File: config.mk
export PLATFORM = sky130hd
export DESIGN_NAME = sig_pulse_pair
export DESIGN_NICKNAME = d
export VERILOG_FILES = /design/src/rtl/sig_pulse_pair_pkg.sv /design/src/rtl/sig_pulse_fifo.sv /design/src/rtl/sig_pulse_pair.sv
export SDC_FILE = /design/constraint.sdc
export NUM_CORES = 1
export LEC_CHECK = 0
export CORE_MARGIN = 5
export CORE_UTILIZATION = 60
export CTS_BUF_LIST = sky130_fd_sc_hd__clkbuf_2
export DETAILED_ROUTE_END_ITERATION = 12
export GPL_TIMING_DRIVEN = 0
export PLACE_DENSITY = 0.78
export REMOVE_ABC_BUFFERS = 1
export SETUP_SLACK_MARGIN = 0.5
export SYNTH_ARGS = -nofsm -noshare
export SYNTH_HDL_FRONTEND = slang
export SYNTH_SLANG_ARGS = --single-unit
File: constraint.sdc
create_clock -name clk -period 6.7 [get_ports clk]
set_input_delay 2.01 -clock clk [delete_from_list [all_inputs] [get_ports clk]]
set_output_delay 2.01 -clock clk [all_outputs]
set_load 0.01 [all_outputs]
File: src/rtl/sig_pulse_pair_pkg.sv
// Shared definitions for the comparator edge timestamper and the pulse
// pairing stage. Both stages import this package, so they agree on the
// timestamp width and the pairing FSM encoding.
package sig_pulse_pair_pkg;

    // Default timestamp width. The upstream sig_time width must match it.
    localparam int unsigned TS_W_DEF = 32;

    // Pairing FSM: IDLE waits for a rise; HIGH holds an open pulse.
    typedef enum logic {
        IDLE = 1'b0,
        HIGH = 1'b1
    } state_e;

endpackage

File: src/rtl/sig_pulse_fifo.sv
// sig_pulse_fifo: parameterised first-word-fall-through synchronous FIFO
// that holds packed pulse records.
//
// Ports:
//   clk, reset_n  clock, asynchronous active-low reset
//   wr_en/wr_data write request and record; when full, the write is
//                 accepted only if a read happens in the same cycle
//   rd_en         advance the head; ignored while empty
//   rd_data       head record, driven straight from storage
//   full, empty   occupancy flags
//   level         exact occupancy, 0..DEPTH
module sig_pulse_fifo #(
    parameter int unsigned DW    = 48,
    parameter int unsigned DEPTH = 8,
    parameter int unsigned LVL_W = $clog2(DEPTH) + 1
) (
    input  logic             clk,
    input  logic             reset_n,
    input  logic             wr_en,
    input  logic [DW-1:0]    wr_data,
    input  logic             rd_en,
    output logic [DW-1:0]    rd_data,
    output logic             full,
    output logic             empty,
    output logic [LVL_W-1:0] level
);

    localparam int unsigned AW = $clog2(DEPTH);

    logic [DW-1:0]    mem_q [DEPTH];
    logic [AW-1:0]    wr_ptr_q;
    logic [AW-1:0]    rd_ptr_q;
    logic [LVL_W-1:0] level_q;
    logic [AW-1:0]    head_idx;
    logic             do_push;
    logic             do_pop;

    assign empty   = (level_q == '0);
    assign full    = (level_q == LVL_W'(DEPTH));
    assign level   = level_q;
    assign do_pop  = rd_en && !empty;
    assign do_push = wr_en && (!full || do_pop);

    // While empty, present the slot just popped so the head output keeps its
    // last value. That slot cannot be rewritten until the FIFO fills around,
    // which requires it to be non-empty first. After reset every slot is zero.
    always_comb begin
        head_idx = rd_ptr_q;
        if (empty) begin
            head_idx = rd_ptr_q - AW'(1);
        end
    end

    assign rd_data = mem_q[head_idx];

    always_ff @(posedge clk or negedge reset_n) begin
        if (!reset_n) begin
            for (int unsigned i = 0; i < DEPTH; i++) begin
                mem_q[i] <= '0;
            end
            wr_ptr_q <= '0;
            rd_ptr_q <= '0;
            level_q  <= '0;
        end else begin
            if (do_push) begin
                mem_q[wr_ptr_q] <= wr_data;
                wr_ptr_q        <= wr_ptr_q + AW'(1);
            end
            if (do_pop) begin
                rd_ptr_q <= rd_ptr_q + AW'(1);
            end
            if (do_push && !do_pop) begin
                level_q <= level_q + LVL_W'(1);
            end else if (do_pop && !do_push) begin
                level_q <= level_q - LVL_W'(1);
            end
        end
    end

endmodule

File: src/rtl/sig_pulse_pair.sv
// sig_pulse_pair: pairs each rise timestamp with the next fall into a pulse
// record {start, width}. Pulses shorter than MIN_WIDTH are dropped. Accepted
// records are queued in a FWFT FIFO and drained over valid/ready. Keeps a
// per-scan accepted-record counter and a sticky overflow flag.
//
// Ports:
//   clk, reset_n  clock, asynchronous active-low reset
//   sync_start    scan start: FSM to IDLE, clears pulse_cnt/overflow, the
//                 cycle's strobes are ignored; FIFO contents are kept
//   sig_rise      rising-edge strobe
//   sig_fall      falling-edge strobe (wins over a same-cycle rise)
//   sig_time      timestamp accompanying the strobe
//   pulse_valid   FIFO head holds a record
//   pulse_ready   consumer takes the head record
//   pulse_start   head record rise timestamp
//   pulse_width   head record width, saturated to all-ones
//   pulse_cnt     records written this scan, saturating
//   overflow      sticky: an accepted record was lost to a full FIFO
//   fifo_level    FIFO occupancy
module sig_pulse_pair
    import sig_pulse_pair_pkg::*;
#(
    parameter int unsigned TS_W       = TS_W_DEF,
    parameter int unsigned W_W        = 16,
    parameter int unsigned MIN_WIDTH  = 4,
    parameter int unsigned FIFO_DEPTH = 8,
    parameter int unsigned CNT_W      = 8
) (
    input  logic                        clk,
    input  logic                        reset_n,
    input  logic                        sync_start,
    input  logic                        sig_rise,
    input  logic                        sig_fall,
    input  logic [TS_W-1:0]             sig_time,
    output logic                        pulse_valid,
    input  logic                        pulse_ready,
    output logic [TS_W-1:0]             pulse_start,
    output logic [W_W-1:0]              pulse_width,
    output logic [CNT_W-1:0]            pulse_cnt,
    output logic                        overflow,
    output logic [$clog2(FIFO_DEPTH):0] fifo_level
);

    localparam int unsigned DW    = TS_W + W_W;
    localparam int unsigned LVL_W = $clog2(FIFO_DEPTH) + 1;
    localparam logic [TS_W-1:0] MIN_TS = TS_W'(MIN_WIDTH);

    state_e           state_q, state_d;
    logic [TS_W-1:0]  start_q, start_d;
    logic [CNT_W-1:0] cnt_q, cnt_d;
    logic             ovf_q, ovf_d;

    logic [TS_W-1:0]  diff;
    logic [W_W-1:0]   width_sat;
    logic             push_req;
    logic             push_ok;
    logic             pop;
    logic             fifo_full;
    logic             fifo_empty;
    logic [DW-1:0]    head;

    // Modular subtraction handles a timer wrap between rise and fall.
    assign diff = sig_time - start_q;

    always_comb begin
        width_sat = diff[W_W-1:0];
        if ((diff >> W_W) != '0) begin
            width_sat = '1;
        end
    end

    assign pop = pulse_valid && pulse_ready;

    always_comb begin
        state_d  = state_q;
        start_d  = start_q;
        cnt_d    = cnt_q;
        ovf_d    = ovf_q;
        push_req = 1'b0;
        push_ok  = 1'b0;
        if (sync_start) begin
            state_d = IDLE;
            cnt_d   = '0;
            ovf_d   = 1'b0;
        end else begin
            case (state_q)
                IDLE: begin
                    // A fall here is an orphan; a same-cycle rise loses to it.
                    if (sig_rise && !sig_fall) begin
                        start_d = sig_time;
                        state_d = HIGH;
                    end
                end
                HIGH: begin
                    if (sig_fall) begin
                        state_d  = IDLE;
                        push_req = (diff >= MIN_TS);
                    end else if (sig_rise) begin
                        start_d = sig_time;
                    end
                end
                default: state_d = IDLE;
            endcase
            // A full FIFO still takes the record if the head leaves this cycle.
            push_ok = push_req && (!fifo_full || pop);
            if (push_ok) begin
                if (cnt_q != '1) begin
                    cnt_d = cnt_q + CNT_W'(1);
                end
            end else if (push_req) begin
                ovf_d = 1'b1;
            end
        end
    end

    always_ff @(posedge clk or negedge reset_n) begin
        if (!reset_n) begin
            state_q <= IDLE;
            start_q <= '0;
            cnt_q   <= '0;
            ovf_q   <= 1'b0;
        end else begin
            state_q <= state_d;
            start_q <= start_d;
            cnt_q   <= cnt_d;
            ovf_q   <= ovf_d;
        end
    end

    sig_pulse_fifo #(
        .DW    (DW),
        .DEPTH (FIFO_DEPTH),
        .LVL_W (LVL_W)
    ) u_fifo (
        .clk     (clk),
        .reset_n (reset_n),
        .wr_en   (push_ok),
        .wr_data ({start_q, width_sat}),
        .rd_en   (pulse_ready),
        .rd_data (head),
        .full    (fifo_full),
        .empty   (fifo_empty),
        .level   (fifo_level)
    );

    assign pulse_valid = !fifo_empty;
    assign pulse_start = head[DW-1:W_W];
    assign pulse_width = head[W_W-1:0];
    assign pulse_cnt   = cnt_q;
    assign overflow    = ovf_q;

endmodule

==> results of run 1 <==
## stage by stage
| stage | instance area [um2] | hold slack (ns) | std cells | util | worst slack (ns) |
|---|---|---|---|---|---|
| after floorplan | 21400 | 0.459 | 1497 | - | -6.04 |
| after global placement | 22900 | 0.468 | 2064 | 0.630 | -14.76 |
| after detailed placement | 23700 | 0.476 | 2097 | 0.651 | -1.02 |
| after CTS | 24800 | 0.496 | 2291 | 0.680 | 0.556 |
| after global routing | 24800 | 0.501 | 2296 | 0.682 | 0.500 |
| final | 24800 | 0.490 | 2296 | 0.682 | 0.552 |
## cell type report
type                       count  area share
inverter                      41     0.00619
multi-input combinational   1020       0.422
timing repair buffer         141      0.0707
sequential                   436       0.439
clock inverter                38     0.00826
tap                          468      0.0236
antenna                        2    0.000201
clock buffer                 150      0.0302
## kinds of logic after synthesis
logic type / Yosys count / synth area share
buffers and inverters: 138 / 0.0356
multiplexers: 542 / 0.326
AO/OA/AOI/OAI: 176 / 0.0510
flip-flops: 436 / 0.496
AND/OR/NAND/NOR: 236 / 0.0572
XOR/XNOR: 26 / 0.0104
adder cells (fa/ha/maj): 40 / 0.0234
## repair_timing
action | in CTS | in global routing
cloned | 0 | 0
pin swaps | 4 | 5
setup buffers | 6 | 3
setup endpoints to repair | 243 | 32
gates resized for setup | 14 | 12
## placed cells by master (no fill, tap or decap), drive strengths merged, types with 7 or more instances in the layout
cell type / Yosys / layout
a211oi: 11 / 11
a21oi: 50 / 50
and2: 7 / 7
and3: 8 / 8
buf: 65 / 43
clkbuf: 32 / 150
clkdlybuf4s50: 0 / 90
clkinv: 0 / 34
dfrtp: 436 / 436
dlymetal6s2s: 0 / 8
ha: 38 / 38
inv: 41 / 43
mux2: 443 / 443
mux4: 96 / 96
nand2: 74 / 74
nand2b: 9 / 9
nand3: 25 / 25
nand4: 18 / 18
nand4b: 7 / 7
nor2: 40 / 40
nor2b: 15 / 15
nor3: 9 / 9
o21a: 8 / 8
o21ai: 63 / 63
xnor2: 16 / 16
xor2: 10 / 10
## critical path, cell delays in order
cell,delay [ns]
clkdlybuf4s50_1,0.48
inv_1,0.05
ha_1,0.23
fa_1,0.42
nand2b_1,0.21
a21o_1,0.26
a21oi_4,0.23
o211a_1,0.22
nor2_1,0.12
o221a_2,0.34
a2111o_1,0.42
or4_4,0.59
and2_4,0.20
ha_1,0.21
inv_2,0.09
ha_1,0.23
a21o_1,0.18
a21oi_1,0.17
xnor2_1,0.14
nor2_1,0.07
xor2_1,0.14
## per-layer routing
layer  GRT usage  vias up  routed length (um)
li1            -     6287                   -
met1       0.354     7370               21800
met2       0.403      409               24500
met3      0.0466       74                2520
met4      0.0862        0                1000
met5           0        -                   0
## synth_stat cells, types with 15 or more instances
cell type / count / area (um2)
mux2_1: 128 / 1440
nand2_1: 74 / 278
ha_1: 38 / 475
mux4_2: 96 / 2160
mux2_2: 315 / 3550
buf_6: 22 / 248
buf_4: 15 / 113
o21ai_0: 56 / 280
a21oi_1: 49 / 245
inv_1: 41 / 154
buf_2: 17 / 85.1
nand3_1: 24 / 120
nor2b_1: 15 / 93.8
nor2_1: 40 / 150
clkbuf_1: 32 / 120
nand4_1: 15 / 93.8
dfrtp_1: 436 / 10900
xnor2_1: 16 / 140
## how the worst min path moves through the flow
| stage | startpoint | to | depth (start not counted) |
|---|---|---|---|
| 3_3_place_gp | u_fifo.mem_q[90]$_DFFE_PN0P_ | u_fifo.mem_q[90]$_DFFE_PN0P_ | 1 |
| 5_1_grt | u_fifo.mem_q[229]$_DFFE_PN0P_ | u_fifo.mem_q[229]$_DFFE_PN0P_ | 1 |
| 6_report | u_fifo.mem_q[229]$_DFFE_PN0P_ | u_fifo.mem_q[229]$_DFFE_PN0P_ | 1 |
| 4_1_cts | u_fifo.mem_q[229]$_DFFE_PN0P_ | u_fifo.mem_q[229]$_DFFE_PN0P_ | 1 |
| 3_5_place_dp | u_fifo.mem_q[229]$_DFFE_PN0P_ | u_fifo.mem_q[229]$_DFFE_PN0P_ | 1 |
| 2_1_floorplan | u_fifo.mem_q[219]$_DFFE_PN0P_ | u_fifo.mem_q[219]$_DFFE_PN0P_ | 1 |
## state kept, by name, summed over array words and instances (netlist names)
name             count
u_fifo.wr_ptr_q      3
start_q             32
state_q              1
pulse_cnt            8
overflow             1
u_fifo.rd_ptr_q      3
u_fifo.mem_q       384
u_fifo.level         4
## power by group
group / switching (uW) / leakage (uW) / internal, uW / total, uW
clock network: 1050 / 0.000732 / 682 / 1740
logic: 1670 / 0.00547 / 2070 / 3740
registers: 368 / 0.00586 / 3160 / 3530
==> metrics.yaml, run 1 <==
status:
  status: "finished clean"
floorplanning:
  ios: 100
  die_height_um: 201
  die_x_um: 201
  dieArea_um2: 40600
  core_area_um2: 36400
  initial_core_util: 0.604
  num_rows: 70
yosys:
  ys_seq_area_frac: 0.496
  synthCells: 1594
  ys_seq_elements: 436
  syn_avg_cell_area_um2: 13.8
  ys_types: 71
  synth_area_um2: 22000
  synthFlopType: "dfrtp_1"
  synth-async-reset-ratio: 1.00
  ys_warn_count: 0
  synth_edf_count: 0
global_routing:
  grt_first_pass_wirelength_um: 82400
  grt_use_total: 0.252
  grt_pass1_vias: 15300
  overflow: 0
  grt_max_degree: 124
  antenna_found_initial: 2
detailed_routing:
  wl_um: 49800
  wire_per_inst_um: 21.7
  postRouteAntennaNets: 0
  vias_per_cell: 6.16
  drtIter0Drc: 829
  drc: 0
  vias: 14100
  dr.pass1.iters: 5
worst_setup_path:
  worstReg2RegEnd: "u_fifo.level[3]$_DFFE_PN0P_"
  crit_arrival_ns: 7.01
  crit_path_end: "u_fifo.level[3]$_DFFE_PN0P_"
  path_class: "input port to flip-flop"
  end_kind: "flip-flop"
  critPathLaunchType: "input port"
  crit_path_start: "sig_time[0]"
  cp_max_fo: 4
  r2r_slack_ns: 1.52
  critPathRequiredTime_ns: 7.56
  critical_path.reg2reg.startpoint: "start_q[0]$_DFFE_PN0P_"
  r2r_cells: 19
run:
  drv_cap: 0
power_and_ir_drop:
  p_leak_uw: 0.0121
  power_density_nw_per_um2: 362
  total_power_uw: 9000
  ir_drop_mv: 0.278
sta:
  period_share: 0.918
  tightest_slew_ns: 1.14
  finalHoldViolCount: 0
  fin_skew_ns: 0.0681
  finalSetupViolCount: 0
  rsz0062_at_grt: "no"
  slew-limit-headroom: 0.235
  setup_tns_ns: 0
  max_freq_mhz: 163
  fin_crit_ns: 6.15
  drv_slew: 0
place:
  portBuffers: 99
  hpwl_um: 33000
  routabilityCongestion: 0.943
clock_tree:
  numCtsBuffers: 109
  clock_sinks: 436
  cts_tree: "yes"
  cts_hold_buf: 0
  clock_latency_ns: 1.01
  cts_buffer_depth: 3
  cts.htree.levels: 3
  cts_root_buf: "clkbuf_2"
  clk_pin_slew_ns: 0.09
layout:
  n_fill_cell: 2572
  multi_input_area_um2: 10500
  drive_gt1_frac: 0.357
  seqCellArea_um2: 10900
  nNetsFinal: 1827
  syn_to_final_growth_pct: 12.9
min_path:
  hp-class: "flip-flop to flip-flop"
Power figures use the tool's default switching activity.
==> run 2: changes to the inputs <==
RECOVER_POWER = 50   (was unset)
==> run 2 against run 1 <==
The flow now finishes with violations (capacitance limit, slew limit). Cell area shrank 0.13%. Via count is essentially flat. Combinational power is essentially flat. Clock-buffer cell count is the same. Clock power is essentially flat. Critical endpoint unchanged. Clock skew grew 0.0024 ns.
==> metrics.yaml, run 2 (synthesized netlist as in run 1, its figures left out) <==
sta:
  slew-limit-headroom: -1.77
  fin_skew_ns: 0.0704
  whs_ns: 0.492
  setup_ws_ns: 0.555
  tightest_slew_ns: 4.16
  fin_crit_ns: 6.14
  finalHoldViolCount: 0
  finalSetupViolCount: 0
  rsz0062_at_grt: "no"
  max_freq_mhz: 163
  drv_slew: 85
  setup_tns_ns: 0
  period_share: 0.917
global_routing:
  grt_max_degree: 124
  grt_use_total: 0.252
  grt_pass1_vias: 15300
  grt_first_pass_wirelength_um: 82400
  antenna_found_initial: 2
  overflow: 0
worst_setup_path:
  crit_arrival_ns: 7.01
  path_cells: "clkdlybuf4s50_1 -> inv_1 -> ha_1 -> fa_1 -> nand2b_1 -> a21o_1 -> a21oi_4 -> o211a_1 -> nor2_1 -> o221a_2 -> a2111o_1 -> or4_4 -> and2_4 -> ha_1 -> inv_2 -> ha_1 -> a21o_1 -> a21oi_1 -> xnor2_1 -> nor2_1 -> xor2_1"
  end_kind: "flip-flop"
  critPathLaunchType: "input port"
  critPathRequiredTime_ns: 7.56
  crit_path_frequent_cell: "ha_1"
  path_class: "input port to flip-flop"
  crit_slowest_cell: "or4_4"
  cp_max_fo: 4
  slowest_delay_ns: 0.59
clock_tree:
  cts_hold_buf: 0
  numCtsBuffers: 109
  cts_buffer_depth: 3
  clock_sinks: 436
  cts_tree: "yes"
  clk_pin_slew_ns: 0.09
  cts.htree.levels: 3
  clock_latency_ns: 1.01
  cts_root_buf: "clkbuf_2"
status:
  status: "finished, violations left"
  violations: "capacitance limit, slew limit"
power_and_ir_drop:
  power_density_nw_per_um2: 363
  ir_drop_mv: 0.278
  p_leak_uw: 0.0120
floorplanning:
  core_area_um2: 36400
  dieArea_um2: 40600
  num_rows: 70
  initial_core_util: 0.604
  ios: 100
  die_height_um: 201
  die_x_um: 201
detailed_routing:
  wire_per_inst_um: 21.7
  dr.pass1.iters: 5
  drc: 0
  wl_um: 49900
  drtIter0Drc: 812
  vias_per_cell: 6.16
  vias: 14100
  postRouteAntennaNets: 0
layout:
  mostFrequentLayoutCell: "dfrtp_1"
  syn_to_final_growth_pct: 12.8
  top_register: "u_fifo.mem_q"
  nNetsFinal: 1827
  final_cell_mix: "dfrtp_1 (433), mux2_2 (315), clkbuf_2 (150)"
  seqCellArea_um2: 10900
  n_fill_cell: 2577
  fin_cells: 2296
  fin_util: 0.681
  multi_input_area_um2: 10500
  drive_gt1_frac: 0.354
  largest_register_ffs: 384
min_path:
  hp-class: "flip-flop to flip-flop"
place:
  pre_cts_ws_ns: -1.02
  portBuffers: 99
  hpwl_um: 33000
  routabilityCongestion: 0.943
  dp_cells: 2097
run:
  drv_cap: 1
-- run 2: cell count changes in the layout (fill, tap and decap cells not counted), sizes merged --
cell / previous run / this run
buf: 43 / 39
clkbuf: 150 / 153
clkdlybuf4s25: 0 / 1
clkdlybuf4s50: 90 / 88
dlygate4sd3: 0 / 2
-- run 2: stage by stage --
stage / total power (uW) / instance area (um2)
after global routing: 9550 / 24800
final: 9000 / 24800
after detailed placement: 7240 / 23700
after floorplan: 5890 / 21400
after CTS: 9090 / 24800
after global placement: 6710 / 22900
-- run 2: critical path, delay by kind of cell --
kind,cells,cell delay (ns)
AOI/OAI and AO/OA,7,1.82
xor gates and xnor gates,2,0.28
adders and majority gates,4,1.09
buffers and inverters,3,0.62
and+or+nand+nor,5,1.19
-- run 2: final timing paths --
| check | depth (start not counted) | to | slack, ns | start |
|---|---|---|---|---|
| worst max-delay path | 21 | u_fifo.level[3]$_DFFE_PN0P_ | 0.56 | sig_time[0] |
| worst min-delay path | 1 | u_fifo.mem_q[229]$_DFFE_PN0P_ | 0.49 | u_fifo.mem_q[229]$_DFFE_PN0P_ |
| worst max register to register | 19 | u_fifo.level[3]$_DFFE_PN0P_ | 1.53 | start_q[0]$_DFFE_PN0P_ |
| worst min register to register | 1 | u_fifo.mem_q[229]$_DFFE_PN0P_ | 0.49 | u_fifo.mem_q[229]$_DFFE_PN0P_ |
| max in group asynchronous | 1 | u_fifo.level[0]$_DFFE_PN0P_ | 1.30 | reset_n |
| min in group asynchronous | 1 | u_fifo.mem_q[163]$_DFFE_PN0P_ | 2.66 | reset_n |
-- run 2: cell type report --
cell class / instances / area share
multi-input combinational: 1020 / 0.422
timing repair buffer: 141 / 0.0697
sequential: 436 / 0.440
inverter: 41 / 0.00620
clock inverter: 38 / 0.00827
clock buffer: 150 / 0.0303
antenna: 2 / 0.000202
tap: 468 / 0.0236
-- run 2: what timing repair did --
action,4_1_cts,5_1_grt
endpoints found under the hold margin,0,0
resized for setup,14,12
endpoints found under the setup margin,243,32
pin swaps,4,5
buffers inserted,6,3
-- run 2: metal layers --
layer | global-route usage | vias to the layer above | routed length [um] | share of wire
li1 | - | 6276 | - | -
met1 | 0.354 | 7378 | 21800 | 0.44
met2 | 0.403 | 416 | 24500 | 0.49
met3 | 0.0466 | 74 | 2580 | 0.052
met4 | 0.0862 | 0 | 1050 | 0.021
met5 | 0 | - | 0 | 0
-- run 2: where the power goes --
| group | switching, uW | internal, uW | total (uW) |
|---|---|---|---|
| Sequential | 368 | 3160 | 3530 |
| Clock | 1050 | 682 | 1730 |
| Combinational | 1670 | 2070 | 3740 |
| Total | 3090 | 5910 | 9000 |
==> run 3: changes to the inputs <==
CORE_MARGIN = 2   (was 5)
==> run 3 against run 2 <==
The flow still finishes with violations (capacitance limit, slew limit). Worst setup slack improved by 0.029 ns. Routed wire length is 0.57% lower. Hold slack better by 0.0012 ns. Critical path type unchanged. Largest cell class unchanged.
==> metrics.yaml, run 3 (synthesized netlist as in run 1, its figures left out) <==
clock_tree:
  clk_pin_slew_ns: 0.09
  cts_buffer_depth: 3
  cts_root_buf: "clkbuf_2"
  numCtsBuffers: 106
  cts_tree: "yes"
  cts.htree.levels: 3
  clock_latency_ns: 1.04
  clock_sinks: 436
floorplanning:
  initial_core_util: 0.605
  die_height_um: 195
  core_area_um2: 36300
  num_rows: 70
  ios: 100
  die_x_um: 195
  dieArea_um2: 38200
worst_setup_path:
  critPathLaunchType: "input port"
  cp_max_fo: 26
  end_kind: "flip-flop"
  crit_arrival_ns: 6.97
  path_class: "input port to flip-flop"
  critPathRequiredTime_ns: 7.56
sta:
  finalHoldViolCount: 0
  drv_slew: 90
  slew-limit-headroom: -1.87
  rsz0062_at_grt: "no"
  setup_ws_ns: 0.584
  finalSetupViolCount: 0
  max_freq_mhz: 164
  tightest_slew_ns: 4.31
  whs_ns: 0.494
  fin_skew_ns: 0.0865
  fin_crit_ns: 6.12
  setup_tns_ns: 0
  period_share: 0.913
power_and_ir_drop:
  ir_drop_mv: 0.362
  switching_share: 0.339
  combPwrFrac: 0.419
  power.share.sequential: 0.388
  p_leak_uw: 0.0120
  p_sw_uw: 3080
  clock_power_share: 0.193
  intPower_uw: 6000
  power_density_nw_per_um2: 365
layout:
  mostFrequentLayoutCell: "dfrtp_1"
  largest_register_ffs: 384
  final_cell_mix: "dfrtp_1 (434), mux2_2 (315), clkbuf_2 (160)"
  nNetsFinal: 1832
  drive_gt1_frac: 0.359
  top_register: "u_fifo.mem_q"
  syn_to_final_growth_pct: 13.1
detailed_routing:
  wl_um: 49600
  wire_per_inst_um: 21.6
  postRouteAntennaNets: 0
  dr.pass1.iters: 6
  vias: 14200
  vias_per_cell: 6.17
  drtIter0Drc: 1090
  drc: 0
place:
  hpwl_um: 32300
  portBuffers: 99
  routabilityCongestion: 0.913
  pre_cts_ws_ns: -0.994
global_routing:
  antenna_found_initial: 1
  grt_first_pass_wirelength_um: 79700
  grt_use_total: 0.268
  overflow: 0
  grt_max_degree: 130
  grt_pass1_vias: 15100
status:
  status: "finished, violations left"
  violations: "capacitance limit, slew limit"
min_path:
  hp-class: "flip-flop to flip-flop"
run:
  drv_cap: 1
## run 3: changes by cell type in the layout (fill, tap and decap cells not counted), sizes merged
cell	change
clkinvlp	+1
clkdlybuf4s50	+7
clkbuf	+11
dlygate4sd2	+1
dlymetal6s2s	-8
clkinv	-11
diode	-1
buf	+7
## run 3: area by class of cell
| cell class | instances | area, um2 |
|---|---|---|
| diodes | 1 | 2.50 |
| well taps | 468 | 586 |
| flip-flops and latches | 436 | 10900 |
| multi-input cells | 1020 | 10500 |
| inverters | 41 | 154 |
| clock inverters | 28 | 163 |
| repair buffers | 149 | 1790 |
| fillers | 2563 | 11500 |
| clock buffers | 160 | 801 |
## run 3: worst max-delay path, cell delays in order
cell and delay (ns):
clkdlybuf4s50_1 0.48, inv_1 0.05, ha_1 0.23, fa_1 0.40
nand2b_1 0.21, a21o_1 0.27, a21oi_4 0.20, o211a_1 0.21
nor2_1 0.12, o221a_2 0.34, a2111o_1 0.43, or4_4 0.59
buf_4 0.21, nand4b_4 0.54, buf_12 0.29, mux2_2 0.36
## run 3: timing repair
item,CTS,global route
buffers inserted,8,8
setup endpoints to repair,214,55
hold buffers,0,0
pin swaps,3,4
resized for setup,13,9
endpoints found under the hold margin,0,0
## run 3: routing by layer
| metal | wire length (um) | global-route usage |
|---|---|---|
| met1 | 21900 | 0.368 |
| met5 | 0 | 0 |
| met2 | 24500 | 0.442 |
| met4 | 933 | 0.0865 |
| met3 | 2350 | 0.0440 |
## run 3: metrics by stage
step	instances	utilization	total power, uW	area, um2
6_report	2303	0.685	9070	24900
5_1_grt	2303	0.685	9600	24900
4_1_cts	2294	0.683	9090	24800
3_5_place_dp	2098	0.653	7260	23700
3_3_place_gp	2064	0.631	6700	22900
2_1_floorplan	1497	-	5890	21400
## run 3: path summary, 6_finish.rpt
kind                                          startpoint                            end  slack, ns  depth (start not counted)
setup / recovery                             sig_time[0]  u_fifo.mem_q[362]$_DFFE_PN0P_       0.58                         16
min in group asynchronous                        reset_n  u_fifo.mem_q[115]$_DFFE_PN0P_       2.72                          1
hold / removal             u_fifo.mem_q[235]$_DFFE_PN0P_  u_fifo.mem_q[235]$_DFFE_PN0P_       0.49                          1
hold reg to reg            u_fifo.mem_q[235]$_DFFE_PN0P_  u_fifo.mem_q[235]$_DFFE_PN0P_       0.49                          1
setup reg to reg                  start_q[4]$_DFFE_PN0P_    u_fifo.mem_q[8]$_DFFE_PN0P_       1.49                         12
max in group asynchronous                        reset_n   u_fifo.mem_q[88]$_DFFE_PN0P_       1.49                          3
## run 3: power by group through the flow
stage	clock network (uW)	logic, uW	registers [uW]
floorplan	0	2460	3440
detailed placement	0	3690	3570
CTS	1810	3770	3510
finish	1750	3800	3520
global placement	0	3180	3520
global route	1950	4070	3590
